## config.mk

```make
export PLATFORM = sky130hd
export DESIGN_NAME = pq_client_arbiter_flat
export DESIGN_NICKNAME = d
export VERILOG_FILES = /design/src/rtl/pq_client_arbiter_pkg.sv /design/src/rtl/pq_client_arbiter_if.sv /design/src/rtl/pq_client_arbiter_rr_picker.sv /design/src/rtl/pq_client_arbiter.sv /design/src/flat_wrapper.sv
export SDC_FILE = /design/constraint.sdc
export NUM_CORES = 1
export LEC_CHECK = 0
export BUFFER_PORTS_ARGS = -buffer_cell sky130_fd_sc_hd__buf_2
export CAP_MARGIN = 0
export CORE_ASPECT_RATIO = 1.2
export CORE_MARGIN = 2
export CORE_UTILIZATION = 40
export CTS_BUF_LIST = sky130_fd_sc_hd__clkbuf_4 sky130_fd_sc_hd__clkbuf_8
export DETAILED_ROUTE_END_ITERATION = 10
export HOLD_SLACK_MARGIN = 0.1
export PLACE_DENSITY = 0.74
export SETUP_SLACK_MARGIN = 0.5
export SLEW_MARGIN = 20
export SYNTH_ARGS = -nofsm -noshare
export SYNTH_HDL_FRONTEND = slang
export SYNTH_SLANG_ARGS = --single-unit
```

## constraint.sdc

```tcl
create_clock -name i_CLK -period 5.8 [get_ports i_CLK]
set_input_delay 1.16 -clock i_CLK [delete_from_list [all_inputs] [get_ports i_CLK]]
set_output_delay 1.16 -clock i_CLK [all_outputs]
set_load 0.02 [all_outputs]
```

## src/rtl/pq_client_arbiter_pkg.sv

```systemverilog
// Shared types for the priority-queue client arbiter: op codes, FSM states, stat width.
// Latency: n/a (package only).
// Backpressure: n/a (package only).
package pq_arb_pkg;

    typedef enum logic [1:0] {
        ENQ     = 2'd0,
        DEQ     = 2'd1,
        REPLACE = 2'd2,
        RSVD    = 2'd3
    } pq_op_e;

    typedef enum logic {
        ISSUE  = 1'b0,
        SETTLE = 1'b1
    } arb_state_e;

    localparam int STAT_WIDTH = 32;

    // Increment that sticks at all-ones instead of wrapping.
    function automatic logic [STAT_WIDTH-1:0] sat_inc(input logic [STAT_WIDTH-1:0] v);
        return (&v) ? v : v + 1'b1;
    endfunction

endpackage

```

## src/rtl/pq_client_arbiter_if.sv

```systemverilog
// Bundle of client request/response signals plus the queue-facing strobes.
// Latency: n/a (wires only).
// Backpressure: o_req_ready is the per-client grant; a request completes on valid&ready.
//
// Modports: slave = arbiter side, master = clients + queue side.
interface pq_client_arbiter_if #(
    parameter int NUM_CLIENTS = 4,
    parameter int DATA_WIDTH  = 16
);
    localparam int ID_W = $clog2(NUM_CLIENTS);

    // client side
    logic [NUM_CLIENTS-1:0]                 i_req_valid;
    logic [NUM_CLIENTS-1:0][1:0]            i_req_op;
    logic [NUM_CLIENTS-1:0][DATA_WIDTH-1:0] i_req_data;
    logic [NUM_CLIENTS-1:0]                 o_req_ready;
    logic                                   o_rsp_valid;
    logic [ID_W-1:0]                        o_rsp_id;
    logic [DATA_WIDTH-1:0]                  o_rsp_data;
    // queue side
    logic                                   o_pq_wrt;
    logic                                   o_pq_read;
    logic [DATA_WIDTH-1:0]                  o_pq_data;
    logic                                   i_pq_full;
    logic                                   i_pq_empty;
    logic [DATA_WIDTH-1:0]                  i_pq_data;

    modport slave (
        input  i_req_valid, i_req_op, i_req_data, i_pq_full, i_pq_empty, i_pq_data,
        output o_req_ready, o_rsp_valid, o_rsp_id, o_rsp_data,
               o_pq_wrt, o_pq_read, o_pq_data
    );

    modport master (
        output i_req_valid, i_req_op, i_req_data, i_pq_full, i_pq_empty, i_pq_data,
        input  o_req_ready, o_rsp_valid, o_rsp_id, o_rsp_data,
               o_pq_wrt, o_pq_read, o_pq_data
    );

endinterface

```

## src/rtl/pq_client_arbiter_rr_picker.sv

```systemverilog
// Round-robin picker: first set bit of i_elig at or after i_ptr, wrapping.
// Latency: purely combinational.
// Backpressure: none; o_any low when nothing is eligible.
//
// Ports: i_elig (eligibility mask), i_ptr (start index), o_grant (one-hot),
//        o_idx (granted index), o_any (a grant exists).
module rr_picker #(
    parameter int N  = 4,
    parameter int IW = $clog2(N)
) (
    input  logic [N-1:0]  i_elig,
    input  logic [IW-1:0] i_ptr,
    output logic [N-1:0]  o_grant,
    output logic [IW-1:0] o_idx,
    output logic          o_any
);
    logic [IW:0] pos;

    // Scan offsets from far to near so the nearest eligible client wins last.
    always_comb begin
        o_grant = '0;
        o_idx   = '0;
        o_any   = 1'b0;
        pos     = '0;
        for (int off = N - 1; off >= 0; off--) begin
            pos = {1'b0, i_ptr} + (IW+1)'(off);
            if (pos >= (IW+1)'(N)) pos = pos - (IW+1)'(N);
            if (i_elig[pos[IW-1:0]]) begin
                o_grant                = '0;
                o_grant[pos[IW-1:0]]   = 1'b1;
                o_idx                  = pos[IW-1:0];
                o_any                  = 1'b1;
            end
        end
    end

endmodule

```

## src/rtl/pq_client_arbiter.sv

```systemverilog
// Shares one systolic min-priority queue among NUM_CLIENTS ENQ/DEQ/REPLACE requesters.
// Latency: grant and queue strobes same cycle; tagged response 1 cycle after grant.
// Backpressure: one grant per issue slot, then SETTLE_CYCLES idle; ineligible requests wait.
//
// Ports: i_CLK, i_RST (sync, active-high), bus (pq_client_arbiter_if.slave).
// Optional: define PQ_ARB_STATS_EN to add o_stat_enq/o_stat_deq/o_stat_stall counters.
module pq_client_arbiter
    import pq_arb_pkg::*;
#(
    parameter int NUM_CLIENTS   = 4,
    parameter int DATA_WIDTH    = 16,
    parameter int SETTLE_CYCLES = 1
) (
    input  logic                  i_CLK,
    input  logic                  i_RST,
    pq_client_arbiter_if.slave    bus
`ifdef PQ_ARB_STATS_EN
    ,
    output logic [STAT_WIDTH-1:0] o_stat_enq,
    output logic [STAT_WIDTH-1:0] o_stat_deq,
    output logic [STAT_WIDTH-1:0] o_stat_stall
`endif
);
    localparam int         ID_W        = $clog2(NUM_CLIENTS);
    localparam logic [2:0] SETTLE_LOAD = 3'(SETTLE_CYCLES - 1);

    arb_state_e             state_q, state_d;
    logic [ID_W-1:0]        rr_ptr_q;
    logic [2:0]             settle_cnt_q;
    logic                   rsp_valid_q;
    logic [ID_W-1:0]        rsp_id_q;
    logic [DATA_WIDTH-1:0]  rsp_data_q;

    logic [NUM_CLIENTS-1:0] elig;
    logic [NUM_CLIENTS-1:0] grant_oh;
    logic [ID_W-1:0]        grant_idx;
    logic                   grant_any;
    pq_op_e                 grant_op;
    logic                   rsvd_pending;

    // Eligibility also folds in state and reset so a grant can only exist in ISSUE.
    always_comb begin
        elig         = '0;
        rsvd_pending = 1'b0;
        for (int c = 0; c < NUM_CLIENTS; c++) begin
            if (bus.i_req_valid[c] && state_q == ISSUE && !i_RST) begin
                case (pq_op_e'(bus.i_req_op[c]))
                    ENQ:          elig[c] = !bus.i_pq_full;
                    DEQ, REPLACE: elig[c] = !bus.i_pq_empty;
                    default:      elig[c] = 1'b0;
                endcase
            end
            if (bus.i_req_valid[c] && pq_op_e'(bus.i_req_op[c]) == RSVD) rsvd_pending = 1'b1;
        end
    end

    rr_picker #(.N(NUM_CLIENTS), .IW(ID_W)) u_rr_picker (
        .i_elig  (elig),
        .i_ptr   (rr_ptr_q),
        .o_grant (grant_oh),
        .o_idx   (grant_idx),
        .o_any   (grant_any)
    );

    assign grant_op = pq_op_e'(bus.i_req_op[grant_idx]);

    // State register plus registered response.
    always_ff @(posedge i_CLK) begin
        if (i_RST) begin
            state_q      <= ISSUE;
            rr_ptr_q     <= '0;
            settle_cnt_q <= '0;
            rsp_valid_q  <= 1'b0;
            rsp_id_q     <= '0;
            rsp_data_q   <= '0;
        end else begin
            state_q     <= state_d;
            rsp_valid_q <= grant_any;
            if (grant_any) begin
                rsp_id_q     <= grant_idx;
                rsp_data_q   <= (grant_op == ENQ) ? '0 : bus.i_pq_data;
                rr_ptr_q     <= (grant_idx == ID_W'(NUM_CLIENTS - 1)) ? '0 : grant_idx + 1'b1;
                settle_cnt_q <= SETTLE_LOAD;
            end else if (state_q == SETTLE && settle_cnt_q != 3'd0) begin
                settle_cnt_q <= settle_cnt_q - 3'd1;
            end
        end
    end

    // Next-state logic.
    always_comb begin
        state_d = state_q;
        case (state_q)
            ISSUE:   if (grant_any) state_d = SETTLE;
            SETTLE:  if (settle_cnt_q == 3'd0) state_d = ISSUE;
            default: state_d = ISSUE;
        endcase
    end

    // Output logic: grant and queue strobes are combinational in the issue slot.
    always_comb begin
        bus.o_req_ready = grant_oh;
        bus.o_pq_wrt    = grant_any && (grant_op == ENQ || grant_op == REPLACE);
        bus.o_pq_read   = grant_any && (grant_op == DEQ || grant_op == REPLACE);
        bus.o_pq_data   = grant_any ? bus.i_req_data[grant_idx] : '0;
    end

    assign bus.o_rsp_valid = rsp_valid_q;
    assign bus.o_rsp_id    = rsp_id_q;
    assign bus.o_rsp_data  = rsp_data_q;

    // Op 3 can never be granted; a client presenting it deadlocks itself.
    a_no_rsvd_op: assert property (@(posedge i_CLK) disable iff (i_RST) !rsvd_pending);

`ifdef PQ_ARB_STATS_EN
    logic [STAT_WIDTH-1:0] stat_enq_q, stat_deq_q, stat_stall_q;

    always_ff @(posedge i_CLK) begin
        if (i_RST) begin
            stat_enq_q   <= '0;
            stat_deq_q   <= '0;
            stat_stall_q <= '0;
        end else begin
            if (grant_any && (grant_op == ENQ || grant_op == REPLACE))
                stat_enq_q <= sat_inc(stat_enq_q);
            if (grant_any && (grant_op == DEQ || grant_op == REPLACE))
                stat_deq_q <= sat_inc(stat_deq_q);
            if (state_q == ISSUE && |bus.i_req_valid && !grant_any)
                stat_stall_q <= sat_inc(stat_stall_q);
        end
    end

    assign o_stat_enq   = stat_enq_q;
    assign o_stat_deq   = stat_deq_q;
    assign o_stat_stall = stat_stall_q;
`endif

endmodule

```

## src/flat_wrapper.sv

```systemverilog
// flat-port wrapper written by rule: the top's interface ports become plain ports
module pq_client_arbiter_flat import pq_arb_pkg::*;
#(
    parameter int NUM_CLIENTS   = 4,
    parameter int DATA_WIDTH    = 16,
    parameter int SETTLE_CYCLES = 1
)
  (i_CLK, i_RST, bus_i_req_valid, bus_i_req_op, bus_i_req_data, bus_i_pq_full, bus_i_pq_empty, bus_i_pq_data, bus_o_req_ready, bus_o_rsp_valid, bus_o_rsp_id, bus_o_rsp_data, bus_o_pq_wrt, bus_o_pq_read, bus_o_pq_data);
  pq_client_arbiter_if #(.NUM_CLIENTS(NUM_CLIENTS), .DATA_WIDTH(DATA_WIDTH)) bus_i ();
  input  logic i_CLK;
  input  logic i_RST;
  input wire logic [$bits(bus_i.i_req_valid)-1:0] bus_i_req_valid;
  input wire logic [$bits(bus_i.i_req_op)-1:0] bus_i_req_op;
  input wire logic [$bits(bus_i.i_req_data)-1:0] bus_i_req_data;
  input wire logic [$bits(bus_i.i_pq_full)-1:0] bus_i_pq_full;
  input wire logic [$bits(bus_i.i_pq_empty)-1:0] bus_i_pq_empty;
  input wire logic [$bits(bus_i.i_pq_data)-1:0] bus_i_pq_data;
  output wire logic [$bits(bus_i.o_req_ready)-1:0] bus_o_req_ready;
  output wire logic [$bits(bus_i.o_rsp_valid)-1:0] bus_o_rsp_valid;
  output wire logic [$bits(bus_i.o_rsp_id)-1:0] bus_o_rsp_id;
  output wire logic [$bits(bus_i.o_rsp_data)-1:0] bus_o_rsp_data;
  output wire logic [$bits(bus_i.o_pq_wrt)-1:0] bus_o_pq_wrt;
  output wire logic [$bits(bus_i.o_pq_read)-1:0] bus_o_pq_read;
  output wire logic [$bits(bus_i.o_pq_data)-1:0] bus_o_pq_data;
  assign bus_i.i_req_valid = bus_i_req_valid;
  assign bus_i.i_req_op = bus_i_req_op;
  assign bus_i.i_req_data = bus_i_req_data;
  assign bus_i.i_pq_full = bus_i_pq_full;
  assign bus_i.i_pq_empty = bus_i_pq_empty;
  assign bus_i.i_pq_data = bus_i_pq_data;
  assign bus_o_req_ready = bus_i.o_req_ready;
  assign bus_o_rsp_valid = bus_i.o_rsp_valid;
  assign bus_o_rsp_id = bus_i.o_rsp_id;
  assign bus_o_rsp_data = bus_i.o_rsp_data;
  assign bus_o_pq_wrt = bus_i.o_pq_wrt;
  assign bus_o_pq_read = bus_i.o_pq_read;
  assign bus_o_pq_data = bus_i.o_pq_data;
  pq_client_arbiter #(.NUM_CLIENTS(NUM_CLIENTS), .DATA_WIDTH(DATA_WIDTH), .SETTLE_CYCLES(SETTLE_CYCLES)) u_core (.i_CLK(i_CLK), .i_RST(i_RST), .bus(bus_i));
endmodule
```

==> results by group, run 1 <==
Floorplan
  • Width of the die: 73.6 µm
  • # IOs: 137
  • CORE AREA: 5630 µm²
  • # rows: 30
  • Effective utilization at floorplan: 41.3%
  • Total die area: 6440 µm²
  • Die Ht: 87.5 µm

Timing
  • Final hold vios: 0
  • Max-slew violations: 0
  • Setup Skew: 3.63 ps
  • Worst Max-Slew Pin Slew: 633 ps
  • Max frequency: 0.193 GHz
  • Crit share post-route: 89.5%
  • Setup Viol. Count Final: 0
  • RSZ-0062 raised after global routing: no
  • Relative slew slack: 57.8%
  • Tmin final: 5190 ps
  • Final setup margin: 608 ps
  • Sum of negative setup slack: 0 ps

Global route
  • GRT Overall Usage: 18.4%
  • Initial antenna violation count: 0
  • Largest net degree at the start of global routing: 36
  • Total congestion overflow: 0
  • Global-route wire length before repair: 9.65 mm
  • Vias in the first global route: 2150

Place
  • Placed instance area: 3030 µm²
  • Dpl hpwl: 5.11 mm
  • Cells after DPL: 452
  • Port bufs: 136
  • GPL Wtd Cong: 0.808
  • Place WS: 413 ps

Job
  • Max-cap violations: 0

Logic synthesis
  • Sequential area share after synthesis: 21.5%
  • Commonest cells post-synth: mux2i_1, dfxtp_1, ha_1
  • Asr flop ratio synth: 0%
  • Post-synth EDFFs: 0
  • Syn avg cell area: 8.88 µm²
  • Multiplexer share of the synthesized area: 21.7%
  • Synth Register Bits: 25
  • Synth Instances: 262
  • Post-Synth XOR/XNOR Area: 1.13%
  • Syn_nets: 377
  • Simple-gate share of the synthesized area: 19.8%
  • Yosys cell types: 33
  • Synth Area in Compound Gates: 18.4%
  • Synth Cell Area: 2330 µm²
  • Number of synthesis warnings: 0
  • Synth top area share: 21.5%
  • Largest cells by area after synthesis: dfxtp_1, mux2i_1, ha_1
  • Most frequent cell after synthesis: mux2i_1
  • Synth area leader: dfxtp_1
  • Largest family of logic cells by synthesized area: multiplexers
  • Adder-cell share of the synthesized area: 10.2%
  • Ys flop type: dfxtp_1

Clocking
  • Max Root-Sink Buffers: 2
  • CTS tree: yes
  • CTS Buf Count: 3
  • Clock slew at the register clock pins of the worst setup and hold paths: 90 ps
  • Root Driver: clkbuf_8
  • H-tree depth: 1
  • Worst skew pair latency: 270 ps
  • Clock Sinks: 25

Power and ir drop
  • Total power: 650 µW
  • VDD IR max: 167 µV
  • Power per cell area: 204 nW/µm²
  • Lkg Pwr: 1.77 nW

Final layout
  • Finished Cell Area: 3180 µm²
  • Diodes inserted: 0
  • Nets: 512
  • Layout area overhead: 36.6%
  • Layout cell share with drive strength beyond 1: 44.2%
  • Layout Cells excl Fill: 460

Worst setup path
  • Startpoint types: input port
  • Crit-path max FO: 15
  • CP endpoint kind: output pin
  • Crit path kind: input port to output pin
  • Worst Reg-to-Reg Cells: 10
  • Req. time, crit path: 4640 ps
  • Arrival @ worst endpoint: 4030 ps

Routing
  • Wl on met1: 2.81 mm
  • Drt total wl: 6.49 mm
  • DRC violations left: 0
  • Met2 wire length: 3.21 mm
  • Via Count: 2392
  • Post-DRT Antenna Nets: 0
  • Via density: 5.20
  • WL met3: 419 µm
  • Pre-Repair DR Iteration Count: 4
  • WL/cell: 14.1 µm
  • Max layer used: met4
  • DR iter-0 viols: 118

Status
  • Status: completed

Hold path
  • Hold WC Path Type: register to register
  • Hold Path Depth: 2
==> cells in the final DEF (no fill, tap or decap), types with 5 or more instances in the layout <==
cell type | netlist | final
mux2_2 | 5 | 5
inv_1 | 15 | 15
dfxtp_1 | 25 | 25
nand2_1 | 16 | 16
o22ai_1 | 16 | 16
o21ai_0 | 18 | 18
nor2_1 | 8 | 8
nand2b_1 | 17 | 17
ha_1 | 19 | 18
mux2i_1 | 38 | 37
buf_4 | 0 | 9
buf_2 | 0 | 135
nand3b_1 | 16 | 16
o21a_1 | 8 | 8
==> final cells by class <==
class                           count  area [µm²]
Clock buffer                        3        41.3
Clock inverter                      1        7.51
Fill cell                         505        2450
Inverter                           16        60.1
Multi-Input combinational cell    207        1740
Sequential cell                    25         500
Tap cell                           64        80.1
Timing Repair Buffer              144         743
==> report_power, final <==
| part | switching (mW) | total (mW) | internal, mW |
|---|---|---|---|
| Sequential | 0.0220 | 0.216 | 0.194 |
| Clock | 0.0565 | 0.105 | 0.0487 |
| Combinational | 0.185 | 0.328 | 0.144 |
==> timing repair <==
action / 4_1_cts / 5_1_grt
pin swaps: 0 / 5
gates resized for setup: 0 / 14
hold buffers: 0 / 0
endpoints found under the setup margin: 5 / 16
buffers inserted: 2 / 2
==> stage by stage <==
stage               hold slack, ps  util, %
finish                         449     56.4
global route                   477     56.4
CTS                            452     55.0
detailed placement             435     53.9
global placement               427     53.9
floorplan                      454        -
==> routing by layer <==
| metal | vias up | track usage, % |
|---|---|---|
| met2 | 75 | 30.7 |
| met5 | - | 0 |
| met1 | 1097 | 24.7 |
| met4 | 0 | 2.98 |
| met3 | 6 | 3.91 |
| li1 | 1214 | - |
==> critical path, stage by stage <==
cell	delay (ps)
buf_2	110
inv_1	50
ha_1	260
nor2b_1	240
o21ai_2	100
mux4_2	520
a21boi_4	220
mux2i_4	370
buf_4	340
mux2i_1	310
o22ai_1	150
buf_2	190
==> cell families (layout without fill, tap and decap cells) <==
group / Yosys count / after routing
buf+inv: 30 / 164
fa+ha+maj: 19 / 19
simple gates: 74 / 74
xor+xnor: 3 / 3
mux: 46 / 46
flops: 25 / 25
compound gates: 65 / 65
==> sequential cells by signal, indices dropped and copies added, names as in the netlist <==
name,flops
u_core.bus.o_rsp_valid,1
u_core.bus.o_rsp_data,16
u_core.state_q,1
u_core.rr_ptr_q,2
u_core.settle_cnt_q,3
u_core.bus.o_rsp_id,2
==> worst paths after layout <==
path,start,end,slack [ps]
max,bus_i_req_op[0],bus_o_pq_data[7],610
min,u_core.bus.o_rsp_id[1]$_SDFFE_PP0P_,u_core.bus.o_rsp_id[1]$_SDFFE_PP0P_,450
max reg2reg,u_core.rr_ptr_q[0]$_SDFFE_PP0P_,u_core.bus.o_rsp_data[8]$_SDFFE_PP0P_,1980
min reg2reg,u_core.bus.o_rsp_id[1]$_SDFFE_PP0P_,u_core.bus.o_rsp_id[1]$_SDFFE_PP0P_,450
(Power assumes the default switching activity.)
==> run 2, diff against run 1 <==
BUFFER_PORTS_ARGS = unset   (was -buffer_cell sky130_fd_sc_hd__buf_2)
DONT_BUFFER_PORTS = 1   (was unset)
PLACE_DENSITY = unset   (was 0.74)
==> run 2 against run 1 <==
Against the previous run: wire length is 15% lower; clock power decreased by 4%; largest power group is now registers; register-to-register slack got worse by 30 ps; global-route usage is 3.5 points lower.
==> results by group, run 2 (same netlist as run 1, synthesis figures left out) <==
Power and ir drop
  • VDD IR max: 157 µV
  • Power per cell area: 234 nW/µm²
  • Lkg Pwr: 1.15 nW

Floorplan
  • Die Ht: 87.5 µm
  • Effective utilization at floorplan: 41.3%
  • Width of the die: 73.6 µm
  • CORE AREA: 5630 µm²
  • # IOs: 137
  • Total die area: 6440 µm²
  • # rows: 30

Place
  • GPL Wtd Cong: 0.799
  • Dpl hpwl: 4.31 mm
  • Placed instance area: 2360 µm²
  • Port bufs: 0

Global route
  • Global-route wire length before repair: 7.72 mm
  • Initial antenna violation count: 0
  • Largest net degree at the start of global routing: 36
  • Total congestion overflow: 0
  • GRT Overall Usage: 14.9%
  • Vias in the first global route: 1594

Timing
  • Relative slew slack: 59.6%
  • Setup Skew: 3.21 ps
  • Sum of negative setup slack: 0 ps
  • Final hold vios: 0
  • Max-slew violations: 0
  • Max frequency: 0.194 GHz
  • Setup Viol. Count Final: 0
  • Crit share post-route: 88.9%
  • Tmin final: 5160 ps
  • RSZ-0062 raised after global routing: no
  • Worst Max-Slew Pin Slew: 606 ps

Clocking
  • Root Driver: clkbuf_8
  • Worst skew pair latency: 260 ps
  • H-tree depth: 1
  • Clock slew at the register clock pins of the worst setup and hold paths: 90 ps
  • Clock Sinks: 25
  • CTS tree: yes
  • Max Root-Sink Buffers: 2
  • CTS Buf Count: 3

Routing
  • Post-DRT Antenna Nets: 0
  • Pre-Repair DR Iteration Count: 4
  • WL/cell: 17.2 µm
  • Wl on met1: 2.43 mm
  • WL met3: 583 µm
  • Via density: 5.91
  • Via Count: 1890
  • DRC violations left: 0
  • Met2 wire length: 2.46 mm
  • DR iter-0 viols: 96
  • Drt total wl: 5.49 mm
  • Max layer used: met4

Worst setup path
  • Reg2Reg Setup Slack: 1950 ps
  • CP endpoint kind: output pin
  • Req. time, crit path: 4640 ps
  • Arrival @ worst endpoint: 4000 ps
  • Crit-path max FO: 5
  • Crit path kind: input port to output pin
  • Startpoint types: input port

Final layout
  • Layout cell share with drive strength beyond 1: 11.3%
  • Commonest non-fill, non-tap cell in the layout: mux2i_1
  • Fillers: 568
  • Nets: 372
  • Layout area overhead: 4.52%
  • Finished Cell Area: 2430 µm²
  • Commonest cells after routing, fill and taps aside: mux2i_1, dfxtp_1, ha_1
  • Largest register FFs: 16
  • Diodes inserted: 0

Hold path
  • Hold WC Path Type: register to register

Status
  • Status: completed

Job
  • Max-cap violations: 0
run 2: what timing repair did:
action,in CTS,in global routing
hold buffers,0,0
gates resized for setup,0,2
setup buffers,0,1
setup endpoints to repair,0,17
run 2: layout make-up:
class | count | area (µm²) | share of cell area, %
multi-input combinational | 207 | 1700 | 70.0
sequential | 25 | 500 | 20.6
tap | 64 | 80.1 | 3.29
inverter | 16 | 60.1 | 2.47
timing repair buffer | 4 | 42.5 | 1.75
clock buffer | 3 | 41.3 | 1.70
clock inverter | 1 | 5.00 | 0.206
run 2: final timing paths:
check                                                         start                                endpoint  cells past startpoint
worst max register to register      u_core.rr_ptr_q[0]$_SDFFE_PP0P_  u_core.bus.o_rsp_data[15]$_SDFFE_PP0P_                     10
worst max-delay path                                bus_i_req_op[2]                           bus_o_pq_read                     10
worst min register to register  u_core.settle_cnt_q[1]$_SDFFE_PP0P_     u_core.settle_cnt_q[1]$_SDFFE_PP0P_                      2
worst min-delay path            u_core.settle_cnt_q[1]$_SDFFE_PP0P_     u_core.settle_cnt_q[1]$_SDFFE_PP0P_                      2
run 2: per-layer routing:
layer,track usage [%],up-vias
li1,-,941
met1,21.9,860
met2,20.8,87
met3,5.64,2
met4,2.98,0
met5,0,-
run 2: stage by stage:
stage          cells  hold WS, ps  worst slack [ps]  utilization (%)  total power [mW]
2_1_floorplan    262          454               761                -             0.434
3_3_place_gp     315          469               615             41.9             0.466
3_5_place_dp     315          480               532             41.9             0.467
4_1_cts          319          501               527             42.7             0.570
5_1_grt          320          560               548             43.2             0.606
6_report         320          493               644             43.2             0.568
run 2: worst max-delay path: stages:
cell and delay (ps):
ha_1 190, nor4b_2 360, o21ai_1 170, mux4_2 530
a21boi_4 220, mux2i_4 410, mux2i_1 150, mux2_2 280
ha_1 270, and2_1 240
run 2: power breakdown:
group	internal, mW	switching [mW]	total (mW)	leakage (nW)
Sequential	0.194	0.0479	0.242	0.205
Combinational	0.0919	0.133	0.225	0.922
Clock	0.0479	0.0527	0.101	0.0255
==> run 3, diff against run 2 <==
CTS_CLUSTER_SIZE = 40   (was unset)
PLACE_DENSITY = 0.55   (was unset)
REMOVE_ABC_BUFFERS = 1   (was unset)
==> run 3 against run 2 <==
Against the previous run: worst setup slack better by 37 ps; largest power group unchanged; critical path depth is the same; critical path type unchanged; clock skew is 3.5 ps higher; sequential share of layout area decreased by 0.31 points.
==> results by group, run 3 (same netlist as run 1, synthesis figures left out) <==
Worst setup path
  • Most used cell, CP: ha_1
  • Crit path largest cell delay: 540 ps
  • CP Cell Sequence: ha_1, nor4b_2, o21ai_1, mux4_2, a21boi_4, mux2i_4, mux2i_1, mux2_2, ha_1, and2_2
  • Req. time, crit path: 4640 ps
  • Crit-path max FO: 6
  • Critical-path top delay cell: mux4_2
  • Number of buffers and inverters on the critical path: 0
  • Startpoint types: input port
  • CP endpoint kind: output pin
  • Arrival @ worst endpoint: 3960 ps
  • Crit path kind: input port to output pin
  • Top delay family on crit path: multiplexers

Timing
  • Tmin final: 5120 ps
  • RSZ-0062 raised after global routing: no
  • Final setup margin: 681 ps
  • Setup Skew: 6.68 ps
  • Max frequency: 0.195 GHz
  • Crit share post-route: 88.3%
  • Sum of negative setup slack: 0 ps
  • Setup Viol. Count Final: 0
  • Relative slew slack: 63.0%
  • Final hold vios: 0
  • Max-slew violations: 0
  • Worst Max-Slew Pin Slew: 550 ps

Clocking
  • CTS tree: yes
  • Clock Sinks: 25
  • Hold-fix buffers at CTS: 0
  • Max Root-Sink Buffers: 2
  • Worst skew pair latency: 270 ps
  • H-tree depth: 1
  • CTS Buf Count: 3
  • Root Driver: clkbuf_8
  • Clock slew at the register clock pins of the worst setup and hold paths: 90 ps

Final layout
  • Multi-input gate area: 1710 µm²
  • Largest register FFs: 16
  • Commonest non-fill, non-tap cell in the layout: mux2i_1
  • Final core utilization: 43.8%
  • Finished Cell Area: 2470 µm²
  • Diodes inserted: 0
  • Area occupied by registers: 500 µm²
  • Fillers: 565
  • Layout area overhead: 6.13%
  • Commonest cells after routing, fill and taps aside: mux2i_1, dfxtp_1, ha_1
  • Nets: 377
  • Layout cell share with drive strength beyond 1: 13.4%

Routing
  • Via density: 5.85
  • Post-DRT Antenna Nets: 0
  • DRC violations left: 0
  • Drt total wl: 5.94 mm
  • WL/cell: 18.3 µm
  • Pre-Repair DR Iteration Count: 4
  • Via Count: 1902
  • DR iter-0 viols: 49

Global route
  • Initial antenna violation count: 0
  • Largest net degree at the start of global routing: 36
  • Global-route wire length before repair: 8.86 mm
  • Vias in the first global route: 1815
  • Total congestion overflow: 0
  • GRT Overall Usage: 17.3%

Floorplan
  • Effective utilization at floorplan: 41.3%
  • Width of the die: 73.6 µm
  • # rows: 30
  • CORE AREA: 5630 µm²
  • Total die area: 6440 µm²
  • Die Ht: 87.5 µm
  • # IOs: 137

Power and ir drop
  • Total power: 575 µW
  • Power per cell area: 233 nW/µm²
  • VDD IR max: 225 µV
  • Lkg Pwr: 1.18 nW

Hold path
  • Hold WC Path Type: register to register

Place
  • Placed instance area: 2360 µm²
  • Dpl hpwl: 4.68 mm
  • Place WS: 478 ps
  • GPL Wtd Cong: 0.793
  • Port bufs: 0

Job
  • Max-cap violations: 0

Status
  • Status: completed
run 3: layout make-up:
| class | count | share of cell area [%] |
|---|---|---|
| multi-input combinational | 207 | 69.3 |
| sequential | 25 | 20.3 |
| tap | 64 | 3.24 |
| timing repair buffer | 9 | 2.89 |
| inverter | 16 | 2.43 |
| clock buffer | 3 | 1.67 |
| clock inverter | 1 | 0.203 |
run 3: path summary, 6_finish.rpt:
kind / startpoint / endpoint / slack [ps] / depth (start not counted)
hold / removal: u_core.settle_cnt_q[1]$_SDFFE_PP0P_ / u_core.settle_cnt_q[1]$_SDFFE_PP0P_ / 500 / 2
setup reg to reg: u_core.rr_ptr_q[0]$_SDFFE_PP0P_ / u_core.bus.o_rsp_data[11]$_SDFFE_PP0P_ / 2350 / 11
hold reg to reg: u_core.settle_cnt_q[1]$_SDFFE_PP0P_ / u_core.settle_cnt_q[1]$_SDFFE_PP0P_ / 500 / 2
setup / recovery: bus_i_req_op[2] / bus_o_pq_read / 680 / 10
run 3: metal layers:
metal	part of all wire [%]	GRT usage (%)
met4	1.8	6.28
met3	6.7	3.91
met1	43	23.7
met2	48	26.4
met5	0	0
run 3: worst reg2reg max path, cell delays in order, from the launching register on:
cell and delay (ps):
dfxtp_1 320, buf_4 210, inv_1 210, ha_1 460, mux4_2 390, a21boi_4 220
mux2i_4 390, mux2i_1 300, mux2_2 200, ha_1 400, nand2b_1 160, o21ai_0 70
run 3: timing repair:
action,CTS,global route
setup buffers,0,4
resized for setup,1,4
setup endpoints to repair,1,14
run 3: where the power goes:
part	internal (mW)	switching, mW
Sequential	0.194	0.0428
Combinational	0.0959	0.139
Clock	0.0481	0.0547
run 3: stage by stage:
step,std cells,hold slack [ps]
finish,325,499
floorplan,248,454
CTS,321,505
detailed placement,317,484
global placement,317,465
global route,325,544
